<file path="src/rtl/time_setter.sv">
// Button-driven hh:mm:ss entry for the digital clock: capture, step fields, commit with a one-cycle strobe.
// Optional hold-to-repeat stepping is enabled by defining TIME_SETTER_AUTOREPEAT_EN.
module time_setter #(
    parameter logic [15:0] DEBOUNCE_CYCLES = 16'd50000,
    parameter logic [23:0] REPEAT_DELAY    = 24'd5000000,
    parameter logic [23:0] REPEAT_RATE     = 24'd1000000
) (
    input  logic        clk,
    input  logic        rst_n,
    input  logic        btn_mode,
    input  logic        btn_inc,
    input  logic        btn_dec,
    input  logic [16:0] cur_time,
    output logic [16:0] time_out,
    output logic        time_ow,
    output logic        editing,
    output logic [1:0]  edit_field,
    output logic [16:0] edit_time
);

    typedef enum logic [2:0] {
        S_IDLE,
        S_HOUR,
        S_MIN,
        S_SEC,
        S_COMMIT
    } state_t;

    state_t state, state_d;

    logic [2:0]       btn_raw;
    logic [2:0]       sync_p0, sync_p1;
    logic [2:0]       level, level_prev;
    logic [2:0][15:0] db_cnt;
    logic [2:0]       press;
    logic             mode_press, inc_press, dec_press;
    logic             inc_step, dec_step;

    logic [4:0]  hour_q, hour_d;
    logic [5:0]  min_q, min_d;
    logic [5:0]  sec_q, sec_d;
    logic [16:0] time_out_q, time_out_d;
    logic [5:0]  hour_step, min_step, sec_step;

    // Wrapping step of one field; simultaneous up and down cancel.
    function automatic logic [5:0] step_field(input logic [5:0] v, input logic [5:0] top,
                                              input logic up, input logic dn);
        if (up && !dn)
            return (v >= top) ? 6'd0 : v + 6'd1;
        else if (dn && !up)
            return (v == 6'd0 || v > top) ? top : v - 6'd1;
        else
            return v;
    endfunction

    assign btn_raw = {btn_dec, btn_inc, btn_mode};

    // Synchronizer stages feeding per-button debounce counters
    always_ff @(posedge clk or negedge rst_n) begin
        if (!rst_n) begin
            sync_p0    <= '0;
            sync_p1    <= '0;
            level      <= '0;
            level_prev <= '0;
            db_cnt     <= '0;
        end else begin
            sync_p0    <= btn_raw;
            sync_p1    <= sync_p0;
            level_prev <= level;
            for (int i = 0; i < 3; i++) begin
                if (sync_p1[i] != level[i]) begin
                    if (db_cnt[i] == DEBOUNCE_CYCLES - 16'd1) begin
                        level[i]  <= sync_p1[i];
                        db_cnt[i] <= '0;
                    end else begin
                        db_cnt[i] <= db_cnt[i] + 16'd1;
                    end
                end else begin
                    db_cnt[i] <= '0;
                end
            end
        end
    end

    assign press      = level & ~level_prev;
    assign mode_press = press[0];
    assign inc_press  = press[1];
    assign dec_press  = press[2];

`ifdef TIME_SETTER_AUTOREPEAT_EN
    logic [23:0] rpt_cnt;
    logic        rpt_armed;
    logic        hold;
    logic        rpt_fire;

    // Counter restarts whenever the hold is broken: release, both held, mode press or leaving edit.
    assign hold = editing && (level[1] ^ level[2]) && !mode_press;

    always_comb begin
        rpt_fire = 1'b0;
        if (hold)
            rpt_fire = rpt_armed ? (rpt_cnt == REPEAT_RATE) : (rpt_cnt == REPEAT_DELAY);
    end

    always_ff @(posedge clk or negedge rst_n) begin
        if (!rst_n) begin
            rpt_cnt   <= '0;
            rpt_armed <= 1'b0;
        end else if (!hold) begin
            rpt_cnt   <= '0;
            rpt_armed <= 1'b0;
        end else if (rpt_fire) begin
            rpt_cnt   <= 24'd1;
            rpt_armed <= 1'b1;
        end else begin
            rpt_cnt   <= rpt_cnt + 24'd1;
        end
    end

    assign inc_step = inc_press | (rpt_fire & level[1]);
    assign dec_step = dec_press | (rpt_fire & level[2]);
`else
    assign inc_step = inc_press;
    assign dec_step = dec_press;
`endif

    always_ff @(posedge clk or negedge rst_n) begin
        if (!rst_n) begin
            state      <= S_IDLE;
            hour_q     <= '0;
            min_q      <= '0;
            sec_q      <= '0;
            time_out_q <= '0;
        end else begin
            state      <= state_d;
            hour_q     <= hour_d;
            min_q      <= min_d;
            sec_q      <= sec_d;
            time_out_q <= time_out_d;
        end
    end

    // Mode always takes priority over a same-cycle step.
    always_comb begin
        state_d    = state;
        hour_d     = hour_q;
        min_d      = min_q;
        sec_d      = sec_q;
        time_out_d = time_out_q;
        hour_step  = step_field({1'b0, hour_q}, 6'd23, inc_step, dec_step);
        min_step   = step_field(min_q, 6'd59, inc_step, dec_step);
        sec_step   = step_field(sec_q, 6'd59, inc_step, dec_step);
        case (state)
            S_IDLE: begin
                if (mode_press) begin
                    state_d = S_HOUR;
                    hour_d  = (cur_time[16:12] > 5'd23) ? 5'd0 : cur_time[16:12];
                    min_d   = (cur_time[11:6]  > 6'd59) ? 6'd0 : cur_time[11:6];
                    sec_d   = (cur_time[5:0]   > 6'd59) ? 6'd0 : cur_time[5:0];
                end
            end
            S_HOUR: begin
                if (mode_press) state_d = S_MIN;
                else            hour_d  = hour_step[4:0];
            end
            S_MIN: begin
                if (mode_press) state_d = S_SEC;
                else            min_d   = min_step;
            end
            S_SEC: begin
                if (mode_press) begin
                    state_d    = S_COMMIT;
                    time_out_d = {hour_q, min_q, sec_q};
                end else begin
                    sec_d = sec_step;
                end
            end
            S_COMMIT: state_d = S_IDLE;
            default:  state_d = S_IDLE;
        endcase
    end

    always_comb begin
        editing    = 1'b0;
        edit_field = 2'd0;
        time_ow    = 1'b0;
        case (state)
            S_HOUR:   begin editing = 1'b1; edit_field = 2'd1; end
            S_MIN:    begin editing = 1'b1; edit_field = 2'd2; end
            S_SEC:    begin editing = 1'b1; edit_field = 2'd3; end
            S_COMMIT: time_ow = 1'b1;
            default:  ;
        endcase
    end

    assign time_out  = time_out_q;
    assign edit_time = {hour_q, min_q, sec_q};

endmodule

</file>
<file path="config.mk">
export PLATFORM = sky130hd
export DESIGN_NAME = time_setter
export DESIGN_NICKNAME = d
export VERILOG_FILES = /design/src/rtl/time_setter.sv
export SDC_FILE = /design/constraint.sdc
export NUM_CORES = 1
export LEC_CHECK = 0
export CAP_MARGIN = 5
export CORE_MARGIN = 4
export CORE_UTILIZATION = 30
export CTS_CLUSTER_DIAMETER = 120
export DETAILED_ROUTE_END_ITERATION = 16
export GPL_ROUTABILITY_DRIVEN = 0
export HOLD_SLACK_MARGIN = 0.12
export SKIP_CTS_REPAIR_TIMING = 1
export SYNTH_ARGS = -nofsm -noshare
export SYNTH_HDL_FRONTEND = slang
export SYNTH_SLANG_ARGS = --single-unit
</file>
<file path="constraint.sdc">
create_clock -name clk -period 2.7 [get_ports clk]
set_clock_uncertainty 0.2 [all_clocks]
set_input_delay 0.54 -clock clk [delete_from_list [all_inputs] [get_ports clk]]
set_output_delay 0.54 -clock clk [all_outputs]
set_load 0.01 [all_outputs]
</file>
# Yosys cells after proc, flatten, opt, wreduce, memory -nomap -nowiden
# Index checks and enable logic that the tools add are counted.
[op_classes]
n_addsub = 9
multipliers = 0
div = 0
order_cmp = 9
eq_ne = 20
shift = 0
mux = 38
bitwise_logic = 2
reduce_logical = 23
[ops]
columns = ["cell", "count"]
rows = [
  ["two-way mux 16 bit", 6],
  ["two-way mux 6 bit", 14],
  ["adder 16 x 1 -> 16 bit, second input constant", 3],
  ["== test 16 bit, second input constant", 3],
  ["two-way mux 5 bit", 7],
  ["> comparator 6 bit, second input constant", 4],
  ["one-hot mux 6 bit (2 select lines)", 2],
  ["AND reduction 4 bit", 4],
  ["!= test 2 bit, second input constant", 7],
  ["adder 6 x 1 -> 6 bit, second input constant", 2],
  [">= comparator 6 bit, second input constant", 2],
  ["zero test 6 bit", 2],
  ["two-way mux 3 bit", 4],
  ["one-hot mux 3 bit (4 select lines)", 1],
  ["subtractor 6 x 1 -> 6 bit, second input constant", 2],
  ["> comparator 5 bit, second input constant", 2],
  ["one-hot mux 5 bit (2 select lines)", 1],
  ["!= test 3 bit, second input constant", 3],
  ["AND reduction 2 bit", 4],
  ["== test 3 x 2 -> 1 bit, second input constant", 2],
  ["one-hot mux 2 bit (3 select lines)", 1],
  ["nonzero test 2 bit", 3],
  ["adder 5 x 1 -> 5 bit, second input constant", 1],
  [">= comparator 5 bit, second input constant", 1],
  ["13 further kinds", 20],
]
[totals]
reg_bits = 97
latchBits = 0
ram_bits = 0
rom_bits = 0
in_bits = 22
word_cells = 115
memories = 0

# Longest topological paths before layout
# Gate-level depths: netlist of the first run.
[depth]
depth_word = 8
depth_mapped = 10

# Worst setup path after synthesis of the first run
# No wires, ideal clock.
[synth_timing]
path_kind = "register to register"
start = "register level_prev[1]"
end = "register hour_q[3]"
t_arrival_ps = 1758
t_required_ps = 2375
slack_ps = 617
stages_incl_launch_ff = 8
path_cell_list = "dfrtp_1 -> nand2b_1 -> inv_1 -> ha_1 -> clkbuf_1 -> o211ai_1 -> a21boi_1 -> mux2_2"
[synth_via]
elab_chain_len = 6
[synth_rtl]
columns = ["element", "line", "text"]
rows = [
  ["start: declaration", "33", "logic [2:0] level, level_prev;"],
  ["start signal: assignment", "69", "level_prev <= level;"],
  ["NOT 3 bit *", "85", "assign press = level & ~level_prev;"],
  ["bitwise AND 3 bit *", "85", ""],
  ["logical AND 1 bit or zero test 1 bit (tied branches)", "48, 50", ""],
  ["two-way mux 5 bit or logical AND 1 bit (tied branches)", "48, 50", ""],
  ["two-way mux 5 bit or != test 3 bit (tied branches)", "-", ""],
  ["one-hot mux 5 bit (2 select lines) or AND reduction 4 bit (tied branches)", "-", ""],
  ["end signal: assignment", "136", "hour_q <= hour_d;"],
  ["end: declaration", "39", "logic [4:0] hour_q, hour_d;"],
]
# Every way passes the cells marked *; elsewhere a longest branch is shown, timed or not. The select of a mux whose other input is x is not followed.
# A chain may end at the register's enable or synchronous reset.

# Worst setup path in the final report of the first run
[layout_timing]
start = "register state[2]"
end = "output time_ow"
[layout_via]
elab_chain_len = 2
[layout_rtl]
columns = ["element", "line", "text"]
rows = [
  ["start: declaration", "29", "state_t state, state_d;"],
  ["start signal: assignment", "135", "state <= state_d;"],
  ["== test 3 bit", "187", "case (state)"],
  ["two-way mux 1 bit", "187", ""],
  ["end: declaration", "15", "output logic time_ow,"],
]
# No other way between the ends.

==> results of run 1 <==
## cell families (layout without fill, tap and decap cells)
family                     Yosys count  in the layout  synth area share (%)
adders and majority gates           13             13                 3.103
AOI/OAI and AO/OA                   87             87                 11.12
and+or+nand+nor                    235            235                 22.31
buffers and inverters               46            103                 3.413
xor gates and xnor gates            53             53                 8.855
muxes                               23             23                 4.893
DFF                                 97             97                 46.30
## power groups by stage
stage               Sequential (mW)  Clock, mW  Combinational, mW
floorplan                      1.50          0             0.0384
global placement               1.51          0              0.112
detailed placement             1.51          0              0.114
CTS                            1.48       1.37              0.115
global route                   1.48       1.43              0.130
finish                         1.48       1.32              0.112
## synthesized netlist by cell type, types with 5 or more instances
library cell  number  area (sq um)
a21oi_1           19         95.09
a31oi_1           11         68.82
and3_1            13         81.33
and4_1             5         43.79
buf_2              5         25.02
clkbuf_1          23         86.33
dfrtp_1           97          2427
ha_1              13         162.7
inv_1             16         60.06
mux2_2            19         214.0
nand2_1           44         165.2
nand2b_1           8         50.05
nand3_1           23         115.1
nand4_1           17         106.4
nor2_1            75         281.5
nor3_1            17         85.08
nor4b_1            5         43.79
o21ai_0           16         80.08
xnor2_1           26         227.7
xor2_1            27         236.5
## how the worst max path moves through the flow
| stage | from | end | slack [ns] | cells after the start |
|---|---|---|---|---|
| final | state[2]$_DFFE_PN0P_ | time_ow | 0.17 | 2 |
| after global placement | state[2]$_DFFE_PN0P_ | editing | 0.42 | 4 |
| after CTS | state[2]$_DFFE_PN0P_ | editing | 0.02 | 4 |
| after global routing | state[2]$_DFFE_PN0P_ | time_ow | 0.08 | 2 |
| after detailed placement | state[2]$_DFFE_PN0P_ | editing | 0.42 | 4 |
| after floorplan | level_prev[1]$_DFF_PN0_ | hour_q[3]$_DFFE_PN0P_ | 0.62 | 7 |
## worst reg2reg max path, cell delays in order (launching register included)
cell and delay, ns:
dfrtp_1 0.42, nand2b_1 0.11, inv_1 0.05, ha_1 0.31, nor2b_1 0.16, a31oi_1 0.13
nor2_1 0.34, nand2_1 0.16, o221a_2 0.27
## flip-flops by register name (all words and copies together) (netlist names)
name and count:
sync_p1 3, hour_q 5, min_q 6, sec_q 6
db_cnt 48, state 3, sync_p0 3, level 3
time_out 17, level_prev 3
## final cells by class
cell class	count	area (sq um)	share of cell area [%]
inverters	17	63.81	0.9965
multi-input cells	411	2636	41.17
repair buffers	70	688.2	10.75
well taps	225	281.5	4.396
clock inverters	5	62.56	0.9769
flip-flops and latches	97	2429	37.92
clock buffers	11	242.7	3.791
## layer usage
layer  vias up  wire length, microns  track usage [%]
li1       2072                     -                -
met1      1998                  5323            16.57
met2       118                  5355            19.05
met3        17                   571            3.073
met4         0                   180            3.825
met5         -                     0                0
## per-stage QoR
stage	instances	total power, mW	util [%]
4_1_cts	835	2.961	37.07
5_1_grt	836	3.041	37.15
6_report	836	2.913	37.15
2_1_floorplan	554	1.542	-
3_3_place_gp	819	1.617	35.30
3_5_place_dp	819	1.621	35.30
==> impl_summary.log, run 1 <==
INFO  metric setup_total_negative_slack = 0 ns
INFO  metric setup_viol_count_final = 0
INFO  metric htree_num_levels = 3
INFO  metric dieArea = 19650 sq um
INFO  metric ys_warn_count = 0
INFO  metric r2r_setup_slk = 0.45 ns
INFO  metric critical_path_class = register to output port
INFO  metric layout-drive-gt1-share = 8.183%
INFO  metric mostFrequentLayoutCell = dfrtp_1
INFO  metric ff2ff_path_depth = 8
INFO  metric worstReg2RegStart = level[2]$_DFFE_PN0P_
INFO  metric nNetsFinal = 641
INFO  metric die_h = 140.2 microns
INFO  metric layout.cells.most_common_list = dfrtp_1, nor2_1, clkdlybuf4s50_1, nand2_1, xor2_1
INFO  metric pin_count_of_the_biggest_net_entering_global_routing = 44
INFO  metric coreArea = 17240 sq um
INFO  metric timing.critical_path.fanout_max = 15
INFO  metric run_status = complete, no violations
INFO  metric grt.total_usage = 12.16%
INFO  metric filler_cells = 1674
INFO  metric seqPwrFrac = 50.8%
INFO  metric clkSlewWorstSetupHoldPaths = 0.06 ns
INFO  metric max-cap-violations = 0
INFO  metric ant_nets = 0
INFO  metric switchingPower = 644.6 uW
INFO  metric mappedNetlistArea = 5243 sq um
INFO  metric die_width = 140.2 microns
INFO  metric rows = 48
INFO  metric power.density = 454.9 nW/um^2
INFO  metric design.portCount = 60
INFO  metric hold_path_class = register to register
INFO  metric power.combinational.fraction = 3.8%
INFO  metric worst_hold_margin = 0.1480 ns
INFO  metric placed_cell_area = 6085 sq um
INFO  metric antenna_violations_before_repair = 0
INFO  metric maxClockFrequency = 0.3950 GHz
INFO  metric rr_endpoint = sec_q[1]$_DFFE_PN0P_
INFO  metric internal_power = 2.268 mW
INFO  metric dr_total_vias = 4205
INFO  metric drcViolationCount = 0
INFO  metric mappedNetlistNets = 589
INFO  metric buf_inv_stages_crit_path = 1
INFO  metric globalRoute.totalOverflow = 0
INFO  metric worst_setup_path_end_kind = output port
INFO  metric detail_route.vias_per_cell = 5.030
INFO  metric clock-sinks = 97
INFO  metric clk_path_buf_depth = 2
INFO  metric worstHoldPathCells = 0
INFO  metric path_delay_family = buffers and inverters
INFO  metric cts_tree = built
INFO  metric relative_max_transition_margin = 61.46%
INFO  metric crit_chain = nor3b_1, clkdlybuf4s50_1
INFO  metric timing_max_transition_violations_final = 0
INFO  metric cells_after_synthesis = 554
INFO  metric synth_ff_type = dfrtp_1
INFO  metric unrepaired_setup_endpoints_after_global_routing = no
INFO  metric antennaDiodeCount = 0
INFO  metric effective_utilization_at_floorplan = 30.42%
INFO  metric synth_seq_cells = 97
INFO  metric postRouteWirelength = 11430 microns
INFO  metric area_growth_synth_to_finish = 22.15%
INFO  metric final-hold-violation-count = 0
INFO  metric postSynth.asyncResetShare = 100.0%
INFO  metric dr.first_iter.drc_count = 204
INFO  metric dr.pass1.iters = 7
INFO  metric finalCritPeriodShare = 93.77%
INFO  metric leakage = 2.753 nW
INFO  metric timing.critical_path.required = 1.96 ns
INFO  metric cp_startpoint_kind = register
INFO  metric p_sw_share = 22.13%
INFO  metric slowest_delay = 0.60 ns
INFO  metric post_synth_edffs = 0
INFO  metric worst_path_max_delay_cell = clkdlybuf4s50_1
INFO  metric port-buffer-count = 59
INFO  metric seq_area_frac_synth = 46.30%
INFO  metric detailedPlacementHpwl = 7989 microns
INFO  metric worst_skew_pair.late_latency = 0.36 ns
INFO  metric postSynthAreaPerCell = 9.463 sq um
INFO  metric routed_length_per_placed_instance = 13.67 microns
INFO  metric preCtsSetupSlack = 0.4238 ns
INFO  metric final_critical_path_setup_slack = 0.1683 ns
INFO  metric layout.cell_area.non_filler = 6404 sq um
INFO  metric worstHoldStart = sync_p0[1]$_DFF_PN0_
INFO  metric timing_worst_slew_pin_value = 0.5782 ns
INFO  metric grt_pass1_vias = 4096
INFO  metric vdd.ir_drop.worst = 0.0003432 V
INFO  metric numCtsBuffers = 9
INFO  metric cts_root_buf = clkbuf_16
INFO  metric power_frac_clock = 45.4%
INFO  metric yosysUniqueCellTypes = 59
INFO  metric global_route_wire_length_before_repair = 20040 microns
INFO  metric worst_hold_path.endpoint = sync_p1[1]$_DFF_PN0_
INFO  metric timing.final.crit_period = 2.532 ns
INFO  metric critical_path_arrival = 1.79 ns
(Power assumes the default switching activity.)
==> run 2: changes to the inputs <==
--- a/config.mk
+++ b/config.mk
@@ -6,7 +6,7 @@
 export NUM_CORES = 1
 export LEC_CHECK = 0
 export CAP_MARGIN = 5
-export CORE_MARGIN = 4
+export CORE_MARGIN = 2
 export CORE_UTILIZATION = 30
 export CTS_CLUSTER_DIAMETER = 120
 export DETAILED_ROUTE_END_ITERATION = 16
==> impl_summary.log, run 2 (synthesis results as in run 1) <==
INFO  metric dr.pass1.iters = 5
INFO  metric internal_power = 2.254 mW
INFO  metric worst_skew_pair.late_latency = 0.35 ns
INFO  metric power.density = 456.9 nW/um^2
INFO  metric critical_path_arrival = 1.81 ns
INFO  metric layout-drive-gt1-share = 8.511%
INFO  metric dieArea = 18550 sq um
INFO  metric filler_cells = 1724
INFO  metric timing_max_transition_violations_final = 0
INFO  metric worstHoldStart = sync_p0[2]$_DFF_PN0_
INFO  metric switchingPower = 676.4 uW
INFO  metric postRouteWirelength = 11840 microns
INFO  metric ant_nets = 0
INFO  metric clkSlewWorstSetupHoldPaths = 0.07 ns
INFO  metric ff2ff_path_depth = 8
INFO  metric rows = 48
INFO  metric seqPwrFrac = 50.4%
INFO  metric max-cap-violations = 0
INFO  metric routed_length_per_placed_instance = 14.17 microns
INFO  metric hold_path_class = register to register
INFO  metric clock-sinks = 97
INFO  metric timing_worst_slew_pin_value = 0.6184 ns
INFO  metric timing.critical_path.fanout_max = 8
INFO  metric design.portCount = 60
INFO  metric vdd.ir_drop.worst = 0.0003389 V
INFO  metric dr.first_iter.drc_count = 293
INFO  metric placed_cell_area = 6085 sq um
INFO  metric layout.cells.most_common_list = dfrtp_1, nor2_1, clkdlybuf4s50_1, nand2_1, xor2_1
INFO  metric worst_hold_margin = 0.1530 ns
INFO  metric clk_path_buf_depth = 2
INFO  metric worst_hold_path.endpoint = sync_p1[2]$_DFF_PN0_
INFO  metric layout.cell_area.non_filler = 6412 sq um
INFO  metric power.combinational.fraction = 3.9%
INFO  metric seq_area = 2429 sq um
INFO  metric rr_endpoint = sec_q[1]$_DFFE_PN0P_
INFO  metric detailedPlacementHpwl = 8266 microns
INFO  metric detail_route.vias_per_cell = 5.075
INFO  metric leakage = 2.764 nW
INFO  metric area_growth_synth_to_finish = 22.32%
INFO  metric pin_count_of_the_biggest_net_entering_global_routing = 43
INFO  metric antennaDiodeCount = 0
INFO  metric power_frac_clock = 45.7%
INFO  metric cts_tree = built
INFO  metric drcViolationCount = 0
INFO  metric numCtsBuffers = 9
INFO  metric cp_startpoint_kind = register
INFO  metric die_h = 136.2 microns
INFO  metric antenna_violations_before_repair = 0
INFO  metric crit_chain = inv_1, nor2_1, clkdlybuf4s50_1
INFO  metric placed_cells = 819
INFO  metric buf_inv_stages_crit_path = 2
INFO  metric port-buffer-count = 59
INFO  metric setup_total_negative_slack = 0 ns
INFO  metric largest_register_ff_count = 48
INFO  metric worstReg2RegStart = level[2]$_DFFE_PN0P_
INFO  metric worst_setup_path_end_kind = output port
INFO  metric path_delay_family = buffers and inverters
INFO  metric multi_input_comb_area = 2641 sq um
INFO  metric timing.final.crit_period = 2.547 ns
INFO  metric fin_total_pwr = 2.930 mW
INFO  metric worst_path_max_delay_cell = clkdlybuf4s50_1
INFO  metric grt_pass1_vias = 4107
INFO  metric finalCritPeriodShare = 94.35%
INFO  metric cts_root_buf = clkbuf_16
INFO  metric maxClockFrequency = 0.3926 GHz
INFO  metric setup_viol_count_final = 0
INFO  metric dr_total_vias = 4243
INFO  metric worstHoldPathCells = 0
INFO  metric p_sw_share = 23.08%
INFO  metric unrepaired_setup_endpoints_after_global_routing = no
INFO  metric slowest_delay = 0.60 ns
INFO  metric nNetsFinal = 641
INFO  metric finish.cell_count_without_fillers = 836
INFO  metric critical_path_class = register to output port
INFO  metric coreArea = 17180 sq um
INFO  metric die_width = 136.2 microns
INFO  metric grt.total_usage = 13.34%
INFO  metric final-hold-violation-count = 0
INFO  metric timing.critical_path.required = 1.96 ns
INFO  metric r2r_setup_slk = 0.46 ns
INFO  metric effective_utilization_at_floorplan = 30.52%
INFO  metric relative_max_transition_margin = 58.77%
INFO  metric mostFrequentLayoutCell = dfrtp_1
INFO  metric htree_num_levels = 3
INFO  metric global_route_wire_length_before_repair = 19790 microns
INFO  metric most_flops_register = db_cnt
INFO  metric run_status = complete, no violations
INFO  metric globalRoute.totalOverflow = 0
run 2: changes by cell type in the layout (fill, tap and decap cells not counted), sizes merged:
cell      previous run  this run
clkbuf              11         9
inv                 18        20
clkinv               1         2
clkinvlp             2         1
run 2: area by class of cell:
cell class / instances / area share [%]
Multi-Input combinational cell: 411 / 41.19
Sequential cell: 97 / 37.87
Timing Repair Buffer: 70 / 10.73
Tap cell: 225 / 4.390
Clock buffer: 9 / 3.512
Clock inverter: 7 / 1.307
Inverter: 17 / 0.9951
run 2: worst max-delay path by stage:
stage,depth (start not counted),end,slack [ns],startpoint
floorplan,7,hour_q[3]$_DFFE_PN0P_,0.62,level_prev[1]$_DFF_PN0_
global placement,4,editing,0.42,state[2]$_DFFE_PN0P_
detailed placement,4,editing,0.39,state[2]$_DFFE_PN0P_
CTS,4,editing,-0.02,state[2]$_DFFE_PN0P_
global route,3,edit_field[1],0.03,state[1]$_DFFE_PN0P_
finish,3,edit_field[1],0.15,state[1]$_DFFE_PN0P_
run 2: power by group through the flow:
stage / clock network (mW) / registers (mW) / logic, mW
after floorplan: 0 / 1.50 / 0.0384
after global placement: 0 / 1.51 / 0.113
after detailed placement: 0 / 1.51 / 0.116
after CTS: 1.39 / 1.48 / 0.117
after global routing: 1.46 / 1.48 / 0.131
final: 1.34 / 1.48 / 0.114
run 2: routing by layer:
metal  up-vias  track usage [%]  share of wire [%]
li1       2060                -                  -
met1      2054            17.96                 46
met2       117            20.77                 48
met3        12            3.952                5.5
met4         0            3.877                1.1
met5         -                0                  0
run 2: per-stage QoR:
stage	util (%)	worst slack (ns)
floorplan	-	0.6175
detailed placement	35.42	0.3893
finish	37.33	0.1526
global placement	35.42	0.4177
global route	37.33	0.02867
CTS	37.22	-0.01994
run 2: worst reg2reg max path: cells and delay by family (launching register included):
| family | cells | cell delay (ns) |
|---|---|---|
| AND/OR/NAND/NOR | 4 | 0.79 |
| flip-flops | 1 | 0.41 |
| AO/OA/AOI/OAI | 2 | 0.40 |
| adder cells (fa/ha/maj) | 1 | 0.30 |
| buffers and inverters | 1 | 0.04 |
